<file path="src/rtl/program_loader.sv">
// Boot loader: assembles a length-prefixed little-endian byte stream into 32-bit words for instruction memory.
// Optional trailing XOR checksum byte enabled by defining PROGRAM_LOADER_CHECKSUM_EN.
module program_loader #(
   parameter int unsigned ADDR_W = 8
) (
   input  logic              i_clk,
   input  logic              i_arst,
   input  logic              i_start,
   input  logic [7:0]        i_rxData,
   input  logic              i_rxValid,
   output logic              o_rxReady,
   output logic              o_imemWriteEn,
   output logic [ADDR_W-1:0] o_imemWriteAddress,
   output logic [31:0]       o_imemWriteData,
   output logic              o_coreHold,
   output logic              o_done,
   output logic              o_error,
   output logic [15:0]       o_wordCount
);

   localparam int unsigned MAX_WORDS = 2**ADDR_W;

   typedef enum logic [2:0] {
      IDLE,
      LEN0,
      LEN1,
      DATA,
`ifdef PROGRAM_LOADER_CHECKSUM_EN
      CSUM,
`else
      FLUSH,
`endif
      DONE,
      ERROR
   } state_t;

   state_t            state;
   state_t            stateNext;
   logic [15:0]       lenReg;
   logic [1:0]        byteIdx;
   logic [23:0]       wordBuf;
   logic [ADDR_W-1:0] addrCnt;
   logic              accept;
   logic              startOk;
   logic              lastWord;
   logic [15:0]       lenIn;
   logic              lenTooBig;
`ifdef PROGRAM_LOADER_CHECKSUM_EN
   logic [7:0]        csum;
`endif

   assign accept    = i_rxValid & o_rxReady;
   assign startOk   = i_start & ((state == IDLE) | (state == DONE) | (state == ERROR));
   assign lastWord  = (o_wordCount + 16'd1) == lenReg;
   assign lenIn     = {i_rxData, lenReg[7:0]};
   assign lenTooBig = {16'd0, lenIn} > MAX_WORDS;

   always_ff @(posedge i_clk or posedge i_arst) begin
      if (i_arst) state <= IDLE;
      else        state <= stateNext;
   end

   always_comb begin
      stateNext = state;
      unique case (state)
         IDLE, DONE, ERROR: if (i_start) stateNext = LEN0;
         LEN0: if (accept) stateNext = LEN1;
         LEN1: if (accept) begin
`ifdef PROGRAM_LOADER_CHECKSUM_EN
            if (lenIn == '0)    stateNext = CSUM;
`else
            if (lenIn == '0)    stateNext = DONE;
`endif
            else if (lenTooBig) stateNext = ERROR;
            else                stateNext = DATA;
         end
`ifdef PROGRAM_LOADER_CHECKSUM_EN
         DATA: if (accept && byteIdx == 2'd3 && lastWord) stateNext = CSUM;
         CSUM: if (accept) stateNext = (csum == i_rxData) ? DONE : ERROR;
`else
         // FLUSH covers the final write strobe so o_done trails it by one cycle.
         DATA: if (accept && byteIdx == 2'd3 && lastWord) stateNext = FLUSH;
         FLUSH: stateNext = DONE;
`endif
         default: stateNext = IDLE;
      endcase
   end

   always_comb begin
      o_rxReady  = 1'b0;
      o_coreHold = 1'b1;
      o_done     = 1'b0;
      o_error    = 1'b0;
      case (state)
`ifdef PROGRAM_LOADER_CHECKSUM_EN
         LEN0, LEN1, DATA, CSUM: o_rxReady = 1'b1;
`else
         LEN0, LEN1, DATA: o_rxReady = 1'b1;
`endif
         DONE: begin
            o_coreHold = 1'b0;
            o_done     = 1'b1;
         end
         ERROR: o_error = 1'b1;
         default: ;
      endcase
   end

   always_ff @(posedge i_clk or posedge i_arst) begin
      if (i_arst) begin
         lenReg             <= '0;
         byteIdx            <= '0;
         wordBuf            <= '0;
         addrCnt            <= '0;
         o_wordCount        <= '0;
         o_imemWriteEn      <= 1'b0;
         o_imemWriteAddress <= '0;
         o_imemWriteData    <= '0;
`ifdef PROGRAM_LOADER_CHECKSUM_EN
         csum               <= '0;
`endif
      end else begin
         o_imemWriteEn <= 1'b0;
         if (startOk) begin
            byteIdx     <= '0;
            addrCnt     <= '0;
            o_wordCount <= '0;
`ifdef PROGRAM_LOADER_CHECKSUM_EN
            csum        <= '0;
`endif
         end
         if (state == LEN0 && accept) lenReg[7:0]  <= i_rxData;
         if (state == LEN1 && accept) lenReg[15:8] <= i_rxData;
         if (state == DATA && accept) begin
            byteIdx <= byteIdx + 2'd1;
`ifdef PROGRAM_LOADER_CHECKSUM_EN
            csum    <= csum ^ i_rxData;
`endif
            case (byteIdx)
               2'd0: wordBuf[7:0]   <= i_rxData;
               2'd1: wordBuf[15:8]  <= i_rxData;
               2'd2: wordBuf[23:16] <= i_rxData;
               default: begin
                  o_imemWriteEn      <= 1'b1;
                  o_imemWriteAddress <= addrCnt;
                  o_imemWriteData    <= {i_rxData, wordBuf};
                  addrCnt            <= addrCnt + 1'b1;
                  o_wordCount        <= o_wordCount + 16'd1;
               end
            endcase
         end
      end
   end

endmodule

</file>
<file path="config.mk">
export PLATFORM = sky130hd
export DESIGN_NAME = program_loader
export DESIGN_NICKNAME = d
export VERILOG_FILES = /design/src/rtl/program_loader.sv
export SDC_FILE = /design/constraint.sdc
export NUM_CORES = 1
export LEC_CHECK = 0
export ABC_AREA = 1
export CAP_MARGIN = 10
export CELL_PAD_IN_SITES_DETAIL_PLACEMENT = 0
export CELL_PAD_IN_SITES_GLOBAL_PLACEMENT = 1
export CORE_ASPECT_RATIO = 0.75
export CORE_UTILIZATION = 51
export CTS_BUF_LIST = sky130_fd_sc_hd__clkbuf_4 sky130_fd_sc_hd__clkbuf_8 sky130_fd_sc_hd__clkbuf_16
export DETAILED_ROUTE_END_ITERATION = 16
export DONT_BUFFER_PORTS = 1
export PLACE_DENSITY = 0.92
export SETUP_SLACK_MARGIN = 0.3
export SYNTH_ARGS = -nofsm -noshare
export SYNTH_HDL_FRONTEND = slang
export SYNTH_SLANG_ARGS = --single-unit
</file>
<file path="constraint.sdc">
create_clock -name i_clk -period 7.92 [get_ports i_clk]
set_clock_uncertainty 0.1 [all_clocks]
set_input_delay 1.584 -clock i_clk [delete_from_list [all_inputs] [get_ports i_clk]]
set_output_delay 1.584 -clock i_clk [all_outputs]
set_load 0.02 [all_outputs]
</file>
After elaboration in Yosys (flattened, before gate mapping)
Cells that the tools add are included.
{"block": "classes", "magnitude_cmp": 1, "n_bitwise": 5, "add_sub_neg": 3, "n_eq_ne": 14, "n_reduce_logical": 17, "mux": 21}
{"op": "16-bit two-way mux", "count": 3}
{"op": "8-bit two-way mux", "count": 3}
{"op": "3-bit two-way mux", "count": 6}
{"op": "16-bit by 1-bit adder with 16-bit output (second input constant)", "count": 1}
{"op": "16-bit equality test", "count": 1}
{"op": "16-bit by 9-bit > comparator with 1-bit output (second input constant)", "count": 1}
{"op": "16-bit logical NOT", "count": 1}
{"op": "3-bit one-hot mux with 5 select lines", "count": 1}
{"op": "3-bit equality test (second input constant)", "count": 3}
{"op": "3-bit OR reduction", "count": 3}
{"op": "8-bit by 1-bit adder with 8-bit output (second input constant)", "count": 1}
{"op": "2-bit inequality test (second input constant)", "count": 4}
{"op": "2-bit AND reduction", "count": 4}
{"op": "3-bit by 2-bit equality test with 1-bit output (second input constant)", "count": 2}
{"op": "1-bit two-way mux", "count": 6}
{"op": "1-bit logical AND", "count": 5}
{"op": "2-bit equality test (second input constant)", "count": 2}
{"op": "2-bit two-way mux", "count": 2}
{"op": "4-bit AND reduction", "count": 1}
{"op": "3-bit by 1-bit equality test with 1-bit output (second input constant)", "count": 1}
{"op": "3-bit logical NOT", "count": 1}
{"op": "2-bit by 1-bit adder with 2-bit output (second input constant)", "count": 1}
{"op": "1-bit bitwise AND", "count": 2}
{"op": "2-bit by 1-bit equality test with 1-bit output (second input constant)", "count": 1}
{"op": "other kinds (4)", "count": 5}
{"block": "word_totals", "wordCells": 73, "reg_bits": 110, "output_inout_bits": 61}

Logic depth before layout (Yosys ltp)
Gate-level depths: netlist (run 1).
{"block": "logic_depth", "word_depth": 8, "mapped_depth": 16}

Least setup slack after synthesis (run 1)
OpenSTA, ideal clock, no wires.
{"block": "synth_timing", "path_type": "reg2out", "start": "reg state[1]", "end": "out o_coreHold", "path_buffers": 0, "setup_slack_ps": 5196, "arrival_ps": 1040, "required_time_ps": 6236, "path_stages_with_launch": 5, "path_cell_list": "dfrtp_1 inv_1 nand2_1 nor2_1 inv_1"}
{"block": "synth_via", "elab_chain_cells": 2}
{"element": "from (decl)", "line": "37", "rtl": "state_t state;"}
{"element": "from (signal assigned)", "line": "60", "rtl": "else state <= stateNext;"}
{"element": "3-bit equality test", "line": "94", "rtl": "case (state)"}
{"element": "1-bit two-way mux", "line": "94"}
{"element": "to (decl)", "line": "15", "rtl": "output logic o_coreHold,"}
No other way between the ends.

Final worst setup path (run 1)
{"block": "layout_timing", "start": "in i_rxValid", "end": "reg o_imemWriteData[25]"}
{"block": "layout_via", "elab_chain_cells": 3}
{"element": "from (decl)", "line": "10", "rtl": "input logic i_rxValid,"}
{"element": "1-bit bitwise AND", "line": "52", "rtl": "assign accept = i_rxValid & o_rxReady;"}
{"element": "1-bit logical AND", "line": "134", "rtl": "if (state == DATA && accept) begin"}
{"element": "2-bit AND reduction (no source line)"}
{"element": "to (signal assigned)", "line": "146", "rtl": "o_imemWriteData <= {i_rxData, wordBuf};"}
{"element": "to (decl)", "line": "14", "rtl": "output logic [31:0] o_imemWriteData,"}
No other way between the ends.
A chain may end at the register's enable or synchronous reset.

==> results of run 1 <==
per-layer routing:
layer,up-vias,part of all wire [%],global-route usage (%)
li1,2046,-,-
met1,1990,49,35.4
met2,137,42,37.2
met3,12,8.1,7.53
met4,0,1.0,6.21
met5,-,0,0
worst max-delay path, delay by kind of cell:
kind	cells	cell delay, ns
AO/OA/AOI/OAI	1	0.08
AND/OR/NAND/NOR	3	0.98
buffers and inverters	4	0.95
cell usage after synthesis, drive strengths merged:
cell type	instances	area (sq um)
nor2	40	221
o21bai	1	7.51
nand2	233	895
xor2	1	8.76
xnor2	1	8.76
clkinv	2	7.51
o21ai	71	355
a21oi	6	30.0
o22ai	8	50.1
nor3	5	25.0
dfrtp	110	2750
and2	1	6.26
o32ai	2	17.5
xnor3	1	22.5
nand4	15	93.8
or2	1	6.26
nand3b	2	15.0
inv	62	233
nor4	1	6.26
clkbuf	9	33.8
buf	8	45.0
o211ai	1	7.51
ha	7	87.6
nand3	49	245
worst min-delay path by stage:
stage	endpoint	slack, ns	cells after the start
detailed placement	o_imemWriteData[8]	0.37	2
finish	o_imemWriteData[9]	0.38	2
global placement	o_imemWriteData[22]	0.36	2
floorplan	o_imemWriteData[10]	0.35	2
global route	o_imemWriteData[10]	0.40	2
CTS	o_imemWriteData[22]	0.39	2
cells by family (layout without fill, tap and decap cells):
family	after synthesis	in the layout	synth area share [%]
xor+xnor	3	3	0.773
buf+inv	81	82	6.16
fa+ha+maj	7	7	1.69
compound gates	89	89	9.03
simple gates	347	347	29.2
flops	110	110	53.1
metrics by stage:
step	power (mW)	area, sq um
2_1_floorplan	0.998	5180
3_3_place_gp	1.07	5290
3_5_place_dp	1.08	5290
4_1_cts	1.54	5590
5_1_grt	1.63	5590
6_report	1.53	5590
area by class of cell:
class / count / area, sq um / area share [%]
inverter: 64 / 243 / 4.34
timing repair buffer: 2 / 15.0 / 0.269
multi-input combinational: 446 / 2110 / 37.7
clock buffer: 11 / 246 / 4.41
sequential: 110 / 2750 / 49.2
clock inverter: 5 / 58.8 / 1.05
tap: 132 / 165 / 2.95
registers in the layout, summed over array words and instances, names as in the netlist:
register / flops
o_imemWriteData: 32
o_wordCount: 16
wordBuf: 24
lenReg: 16
byteIdx: 2
addrCnt: 8
o_imemWriteEn: 1
o_imemWriteAddress: 8
state: 3
power by group:
| part | internal [mW] | switching, mW | total [mW] |
|---|---|---|---|
| sequential | 0.666 | 0.0954 | 0.761 |
| clock | 0.257 | 0.202 | 0.459 |
| combinational | 0.106 | 0.205 | 0.312 |
| total | 1.03 | 0.502 | 1.53 |
==> results.sh, run 1 <==
export IMPL_final_cell_mix="nand2_1, dfrtp_1, o21ai_0, inv_1, nand3_1"
export IMPL_hold_worst_slack_ns=0.384
export IMPL_fp_dieH_um=89.3
export IMPL_ctsResizeCount=0
export IMPL_timing_setup_tns_ns=0
export IMPL_ys_warnings_count=0
export IMPL_grt_pass1_wl_um=20000
export IMPL_clock_sinks=110
export IMPL_path_max_fanout=44
export IMPL_cts_root_buf="clkbuf_16"
export IMPL_wl_um=12300
export IMPL_hold_buffers=0
export IMPL_fmax_mhz=285
export IMPL_antenna_found_initial=0
export IMPL_synth_nets=656
export IMPL_setup_viol=0
export IMPL_fin_crit_ns=3.51
export IMPL_syn2layout_area_growth_pct=7.90
export IMPL_max_stage_delay_ns=0.72
export IMPL_yosysSeqAreaShare_pct=53.1
export IMPL_min_path_type="reg -> reg"
export IMPL_grt_usage_pct=24.8
export IMPL_start_kind="input port"
export IMPL_grt_remaining_overflow=0
export IMPL_avgSynthCellArea_sq_um=8.13
export IMPL_grt_pass1_vias=3846
export IMPL_endpoint_kind="register"
export IMPL_synthCells=637
export IMPL_status="completed"
export IMPL_hold_violations=0
export IMPL_finalWeightedCongestion=0.887
export IMPL_instances_no_fill=770
export IMPL_synth_seq_cells=110
export IMPL_fin_nets=652
export IMPL_core_sq_um=9770
export IMPL_r2r_cells=9
export IMPL_mostFrequentLayoutCell="nand2_1"
export IMPL_ant_nets=0
export IMPL_drt_iter0_drc=251
export IMPL_num_rows=31
export IMPL_drive_gt1_share_pct=6.58
export IMPL_syn_area_sq_um=5180
export IMPL_vias=4185
export IMPL_grt_start_max_net_pins=79
export IMPL_post_place_ws_ns=4.06
export IMPL_fin_crit_sh_pct=44.3
export IMPL_port_buffers=0
export IMPL_worstPathRequired_ns=8.04
export IMPL_postCtsSetupRepairBufs=0
export IMPL_relSlewSlack_pct=34.7
export IMPL_ios=73
export IMPL_fillers=923
export IMPL_dr_pass1_iters=5
export IMPL_via_per_inst=5.44
export IMPL_hold_start="wordBuf[9]"
export IMPL_cts_buffers=9
export IMPL_diodes=0
export IMPL_max_vdd_ir_drop_mv=0.165
export IMPL_powerDensity_nw_per_um2=274
export IMPL_clock_latency_ns=0.35
export IMPL_cp_startpoint="i_rxValid"
export IMPL_drcViolationCount=0
export IMPL_r2r_slack_ns=4.92
export IMPL_arrival_ns=3.63
export IMPL_cts_clk_slew_worst_paths_ns=0.07
export IMPL_crit_type="in -> reg"
export IMPL_hpwl_um=8570
export IMPL_rsz0062_at_grt="no"
export IMPL_r2r_end="o_imemWriteData[25]"
export IMPL_dp_cells=754
export IMPL_utilization_pct=57.2
export IMPL_dieArea_sq_um=10600
export IMPL_start_util_pct=53.0
export IMPL_endpoint="o_imemWriteData[25]"
export IMPL_clk_path_buf_depth=2
export IMPL_leakage_nw=2.72
export IMPL_netlist_cell_type_count=31
export IMPL_drv_cap=0
export IMPL_drv_slew=0
export IMPL_htreeDepth=3
export IMPL_path_cells="inv_1, nor2_4, inv_2, nor2_4, inv_2, buf_4, nand2_1, o21ai_0"
export IMPL_r2r_start="state[2]"
export IMPL_routedWlPerCell_um=16.0
export IMPL_worst_slew_pin_slew_ns=0.979
export IMPL_slowest_stage="nor2_4"
export IMPL_fin_ws_ns=4.41
export IMPL_die_width_um=118
export IMPL_cts_tree="built"
(Power assumes the default switching activity.)
==> run 2: changes to the inputs <==
--- a/config.mk
+++ b/config.mk
@@ -10,11 +10,11 @@
 export CELL_PAD_IN_SITES_DETAIL_PLACEMENT = 0
 export CELL_PAD_IN_SITES_GLOBAL_PLACEMENT = 1
 export CORE_ASPECT_RATIO = 0.75
-export CORE_UTILIZATION = 51
+export CORE_UTILIZATION = 47
 export CTS_BUF_LIST = sky130_fd_sc_hd__clkbuf_4 sky130_fd_sc_hd__clkbuf_8 sky130_fd_sc_hd__clkbuf_16
 export DETAILED_ROUTE_END_ITERATION = 16
 export DONT_BUFFER_PORTS = 1
-export PLACE_DENSITY = 0.92
+export PLACE_DENSITY = 0.86
 export SETUP_SLACK_MARGIN = 0.3
 export SYNTH_ARGS = -nofsm -noshare
 export SYNTH_HDL_FRONTEND = slang
==> constraint.sdc (replaced) <==
create_clock -name i_clk -period 3.3 [get_ports i_clk]
set_clock_uncertainty 0.1 [all_clocks]
set_input_delay 0.66 -clock i_clk [delete_from_list [all_inputs] [get_ports i_clk]]
set_output_delay 0.66 -clock i_clk [all_outputs]
set_load 0.02 [all_outputs]
==> run 2 against run 1 <==
Clock power rose by 130%. Setup slack worse by 3.6 ns. Die area rose by 8.3%. Critical endpoint is now state[1].
==> results.sh, run 2 (synthesis gave the netlist of run 1 again) <==
export IMPL_status="completed"
export IMPL_vias=4303
export IMPL_hpwl_um=9070
export IMPL_drcViolationCount=0
export IMPL_r2r_slack_ns=0.84
export IMPL_cts_root_buf="clkbuf_16"
export IMPL_utilization_pct=53.3
export IMPL_drive_gt1_share_pct=6.73
export IMPL_crit_type="reg -> reg"
export IMPL_multi_input_area_sq_um=2110
export IMPL_wl_um=13000
export IMPL_fin_crit_ns=2.46
export IMPL_routedWlPerCell_um=16.8
export IMPL_dr_pass1_iters=5
export IMPL_regMostFlops="o_imemWriteData"
export IMPL_grt_start_max_net_pins=111
export IMPL_clock_sinks=110
export IMPL_min_path_type="in -> async"
export IMPL_postCtsSetupRepairBufs=0
export IMPL_hold_violations=0
export IMPL_worst_slew_pin_slew_ns=0.710
export IMPL_r2r_cells=14
export IMPL_setup_viol=0
export IMPL_drv_cap=0
export IMPL_path_max_fanout=9
export IMPL_mostFrequentLayoutCell="nand2_1"
export IMPL_powerDensity_nw_per_um2=654
export IMPL_cts_buffers=9
export IMPL_finalWeightedCongestion=0.899
export IMPL_timing_setup_tns_ns=0
export IMPL_ctsResizeCount=0
export IMPL_clk_path_buf_depth=2
export IMPL_arrival_ns=2.61
export IMPL_endpoint_kind="register"
export IMPL_worstPathRequired_ns=3.45
export IMPL_ios=73
export IMPL_fp_dieH_um=92.9
export IMPL_clock_latency_ns=0.36
export IMPL_drt_iter0_drc=344
export IMPL_grt_remaining_overflow=0
export IMPL_regArea_sq_um=2750
export IMPL_r2r_start="o_wordCount[0]"
export IMPL_largest_register_ffs=32
export IMPL_grt_pass1_wl_um=20800
export IMPL_start_kind="register"
export IMPL_htreeDepth=3
export IMPL_r2r_end="state[1]"
export IMPL_fin_crit_sh_pct=74.6
export IMPL_cts_tree="built"
export IMPL_syn2layout_area_growth_pct=7.90
export IMPL_grt_usage_pct=24.6
export IMPL_antenna_found_initial=0
export IMPL_fin_nets=653
export IMPL_final_cell_mix="nand2_1, dfrtp_1, o21ai_0, inv_1, nand3_1"
export IMPL_relSlewSlack_pct=52.6
export IMPL_via_per_inst=5.55
export IMPL_num_rows=32
export IMPL_fillers=1006
export IMPL_hold_buffers=0
export IMPL_max_vdd_ir_drop_mv=0.371
export IMPL_reg_top3="o_imemWriteData: 32 flops, wordBuf: 24 flops"
export IMPL_cts_clk_slew_worst_paths_ns=0.07
export IMPL_port_buffers=0
export IMPL_drv_slew=0
export IMPL_diodes=0
export IMPL_ant_nets=0
export IMPL_leakage_nw=2.73
export IMPL_grt_pass1_vias=3959
export IMPL_start_util_pct=49.4
export IMPL_rsz0062_at_grt="no"
export IMPL_dieArea_sq_um=11500
export IMPL_die_width_um=123
export IMPL_fmax_mhz=406
export IMPL_core_sq_um=10500
## run 2: changes by cell type in the layout (fill, tap and decap cells not counted)
cell,previous run,this run
inv_4,1,0
bufinv_16,1,0
clkinvlp_4,2,1
clkinv_4,1,0
clkinv_2,1,3
buf_12,0,1
inv_6,0,2
## run 2: power breakdown
part           leakage [nW]  switching (mW)  total [mW]  internal [mW]
combinational          1.11           0.513       0.772          0.259
sequential             1.47           0.228        1.83           1.60
clock                 0.143           0.515        1.06          0.544
total                  2.73            1.26        3.66           2.40
## run 2: worst max path at each step
stage	start	endpoint	slack, ns	cells after the start
4_1_cts	o_wordCount[0]	state[1]	0.89	14
5_1_grt	o_wordCount[0]	state[1]	0.63	14
3_5_place_dp	o_wordCount[0]	state[1]	0.91	14
2_1_floorplan	i_arst	addrCnt[0]	1.21	1
6_report	o_wordCount[0]	state[1]	0.84	14
3_3_place_gp	o_wordCount[6]	state[1]	0.99	13
## run 2: final cells by class
| type | instances | share of cell area, % |
|---|---|---|
| Inverter | 64 | 4.36 |
| Multi-Input combinational cell | 446 | 37.7 |
| Tap cell | 136 | 3.04 |
| Timing Repair Buffer | 3 | 0.627 |
| Clock buffer | 11 | 4.41 |
| Sequential cell | 110 | 49.2 |
| Clock inverter | 5 | 0.582 |
## run 2: metrics by stage
stage	hold WS [ns]	cell area (sq um)	setup WS, ns	total power [mW]	std cells
floorplan	0.349	5180	1.21	2.39	637
global placement	0.365	5310	0.991	2.58	759
detailed placement	0.366	5310	0.905	2.62	759
CTS	0.281	5590	0.885	3.67	775
global route	0.298	5590	0.626	3.86	775
finish	0.224	5590	0.837	3.66	775
## run 2: worst max-delay path, cell delays in order (launching register included)
cell,delay (ns)
dfrtp_1,0.62
ha_1,0.28
nand3_1,0.16
nor2_2,0.18
nand3_1,0.10
nand2_1,0.09
nand3_1,0.07
nand2_1,0.07
nand3_1,0.07
nor2_1,0.23
nand2_1,0.12
nand2_2,0.10
nand2_2,0.06
nand2_1,0.06
nand2_1,0.05
## run 2: metal layers
metal | vias up | track usage (%) | wire length, um | share of wire [%]
met4 | 0 | 6.43 | 144 | 1.1
li1 | 2053 | - | - | -
met3 | 14 | 8.87 | 1080 | 8.3
met2 | 145 | 33.0 | 5380 | 41
met5 | - | 0 | 0 | 0
met1 | 2091 | 37.0 | 6430 | 49
==> run 3: changes to the inputs <==
==> constraint.sdc (replaced) <==
create_clock -name i_clk -period 2.4 [get_ports i_clk]
set_clock_uncertainty 0.1 [all_clocks]
set_input_delay 0.48 -clock i_clk [delete_from_list [all_inputs] [get_ports i_clk]]
set_output_delay 0.48 -clock i_clk [all_outputs]
set_load 0.02 [all_outputs]
==> run 3 against run 2 <==
Clock-buffer cell count grew 3. Critical path depth is the same. Setup slack worse by 0.48 ns. Global-route usage is 0.18 points higher.
==> results.sh, run 3 (synthesis gave the netlist of run 1 again) <==
export IMPL_critPathTopFamily="simple AND/OR/NAND/NOR gates"
export IMPL_cts_buffers=9
export IMPL_arrival_ns=2.19
export IMPL_drv_cap=0
export IMPL_r2r_start="o_wordCount[1]"
export IMPL_p_total_mw=5.23
export IMPL_hold_violations=0
export IMPL_port_buffers=0
export IMPL_syn2layout_area_growth_pct=15.7
export IMPL_fin_crit_ns=2.05
export IMPL_max_vdd_ir_drop_mv=0.467
export IMPL_largest_register_ffs=32
export IMPL_die_width_um=123
export IMPL_regMostFlops="o_imemWriteData"
export IMPL_clk_path_buf_depth=2
export IMPL_cts_tree="built"
export IMPL_fin_crit_sh_pct=85.3
export IMPL_final_cell_mix="nand2_1, dfrtp_1, o21ai_0, inv_1, nand3_1"
export IMPL_ant_nets=0
export IMPL_clock_latency_ns=0.35
export IMPL_finalWeightedCongestion=0.840
export IMPL_hpwl_um=9140
export IMPL_fillers=992
export IMPL_via_per_inst=5.42
export IMPL_status="completed"
export IMPL_leakage_nw=2.93
export IMPL_fp_dieH_um=92.9
export IMPL_core_sq_um=10500
export IMPL_crit_top_cell="nand2_1"
export IMPL_max_stage_delay_ns=0.42
export IMPL_grt_pass1_wl_um=21200
export IMPL_path_depth=14
export IMPL_endpoint_kind="register"
export IMPL_mostFrequentLayoutCell="nand2_1"
export IMPL_vias=4342
export IMPL_path_cells="ha_4, nand2_4, nor2_4, nand4_1, nand2_1, nand2_1, nand2_1, nand3_2, nor2_4, nand2_2, nand2_4, nand2_2, nand2_1, nand2_1"
export IMPL_reg_top3="o_imemWriteData: 32 flops, wordBuf: 24 flops"
export IMPL_clock_sinks=110
export IMPL_dr_pass1_iters=5
export IMPL_slowest_stage="dfrtp_1"
export IMPL_drv_slew=0
export IMPL_worstPathRequired_ns=2.55
export IMPL_path_max_fanout=5
export IMPL_powerDensity_nw_per_um2=873
export IMPL_grt_pass1_vias=4102
export IMPL_grt_start_max_net_pins=111
export IMPL_cts_root_buf="clkbuf_16"
export IMPL_drive_gt1_share_pct=14.7
export IMPL_start_kind="register"
export IMPL_diodes=0
export IMPL_grt_usage_pct=24.8
export IMPL_cp_num_buf_inv=0
export IMPL_crit_type="reg -> reg"
export IMPL_r2r_slack_ns=0.35
export IMPL_drcViolationCount=0
export IMPL_start_util_pct=49.4
export IMPL_min_path_type="in -> async"
export IMPL_wl_um=13300
export IMPL_timing_setup_tns_ns=0
export IMPL_rsz0062_at_grt="yes"
export IMPL_ios=73
export IMPL_r2r_cells=14
export IMPL_num_rows=32
export IMPL_r2r_end="state[1]"
export IMPL_antenna_found_initial=0
export IMPL_drt_iter0_drc=319
export IMPL_cts_clk_slew_worst_paths_ns=0.07
export IMPL_grt_remaining_overflow=0
export IMPL_routedWlPerCell_um=16.6
export IMPL_relSlewSlack_pct=61.3
export IMPL_fmax_mhz=489
export IMPL_dieArea_sq_um=11500
export IMPL_htreeDepth=3
export IMPL_worst_slew_pin_slew_ns=0.581
export IMPL_fin_nets=679
export IMPL_setup_viol=0
export IMPL_hold_buffers=0
-- run 3: metrics by stage --
| step | hold WS, ns | cells | setup WS, ns | util (%) | cell area, sq um |
|---|---|---|---|---|---|
| after detailed placement | 0.367 | 776 | 0.233 | 51.8 | 5440 |
| after global routing | 0.121 | 801 | 0.221 | 57.1 | 5990 |
| after CTS | 0.104 | 793 | 0.304 | 55.1 | 5780 |
| after global placement | 0.365 | 776 | 0.260 | 51.8 | 5440 |
| after floorplan | 0.349 | 637 | 0.401 | - | 5180 |
| final | 0.0668 | 801 | 0.353 | 57.1 | 5990 |
-- run 3: how the worst max path moves through the flow --
stage	start	endpoint
final	o_wordCount[1]	state[1]
after global routing	o_wordCount[1]	state[1]
after CTS	o_wordCount[0]	state[1]
after detailed placement	o_wordCount[8]	state[1]
after global placement	o_wordCount[8]	state[0]
after floorplan	o_wordCount[0]	state[0]
-- run 3: power by group --
| part | leakage, nW | total (mW) | switching, mW | internal, mW |
|---|---|---|---|---|
| clock | 0.160 | 1.58 | 0.661 | 0.921 |
| sequential | 1.46 | 2.52 | 0.319 | 2.20 |
| combinational | 1.31 | 1.13 | 0.730 | 0.399 |
-- run 3: routing by layer --
layer	wire length, um	global-route usage, %
met1	6530	37.3
met3	923	6.53
met4	110	5.82
met2	5730	35.2
met5	0	0
-- run 3: worst register-to-register path, stage by stage (launching register included) --
cell,delay [ns]
dfrtp_1,0.42
ha_4,0.18
nand2_4,0.07
nor2_4,0.20
nand4_1,0.17
nand2_1,0.12
nand2_1,0.06
nand2_1,0.07
nand3_2,0.09
nor2_4,0.14
nand2_2,0.09
nand2_4,0.08
nand2_2,0.05
nand2_1,0.06
nand2_1,0.04
-- run 3: cell type report --
| class | count | area [sq um] | area share [%] |
|---|---|---|---|
| clock buffer | 14 | 282 | 4.70 |
| sequential | 110 | 2760 | 46.1 |
| clock inverter | 2 | 38.8 | 0.647 |
| timing repair buffer | 28 | 241 | 4.03 |
| multi-input combinational | 447 | 2250 | 37.5 |
| inverter | 64 | 251 | 4.20 |
| tap | 136 | 170 | 2.84 |
-- run 3: repair_timing --
action / 4_1_cts / 5_1_grt
resized for setup: 7 / 42
endpoints found under the setup margin: 3 / 40
gates cloned: 0 / 1
pin swaps: 2 / 16
setup buffers: 1 / 7
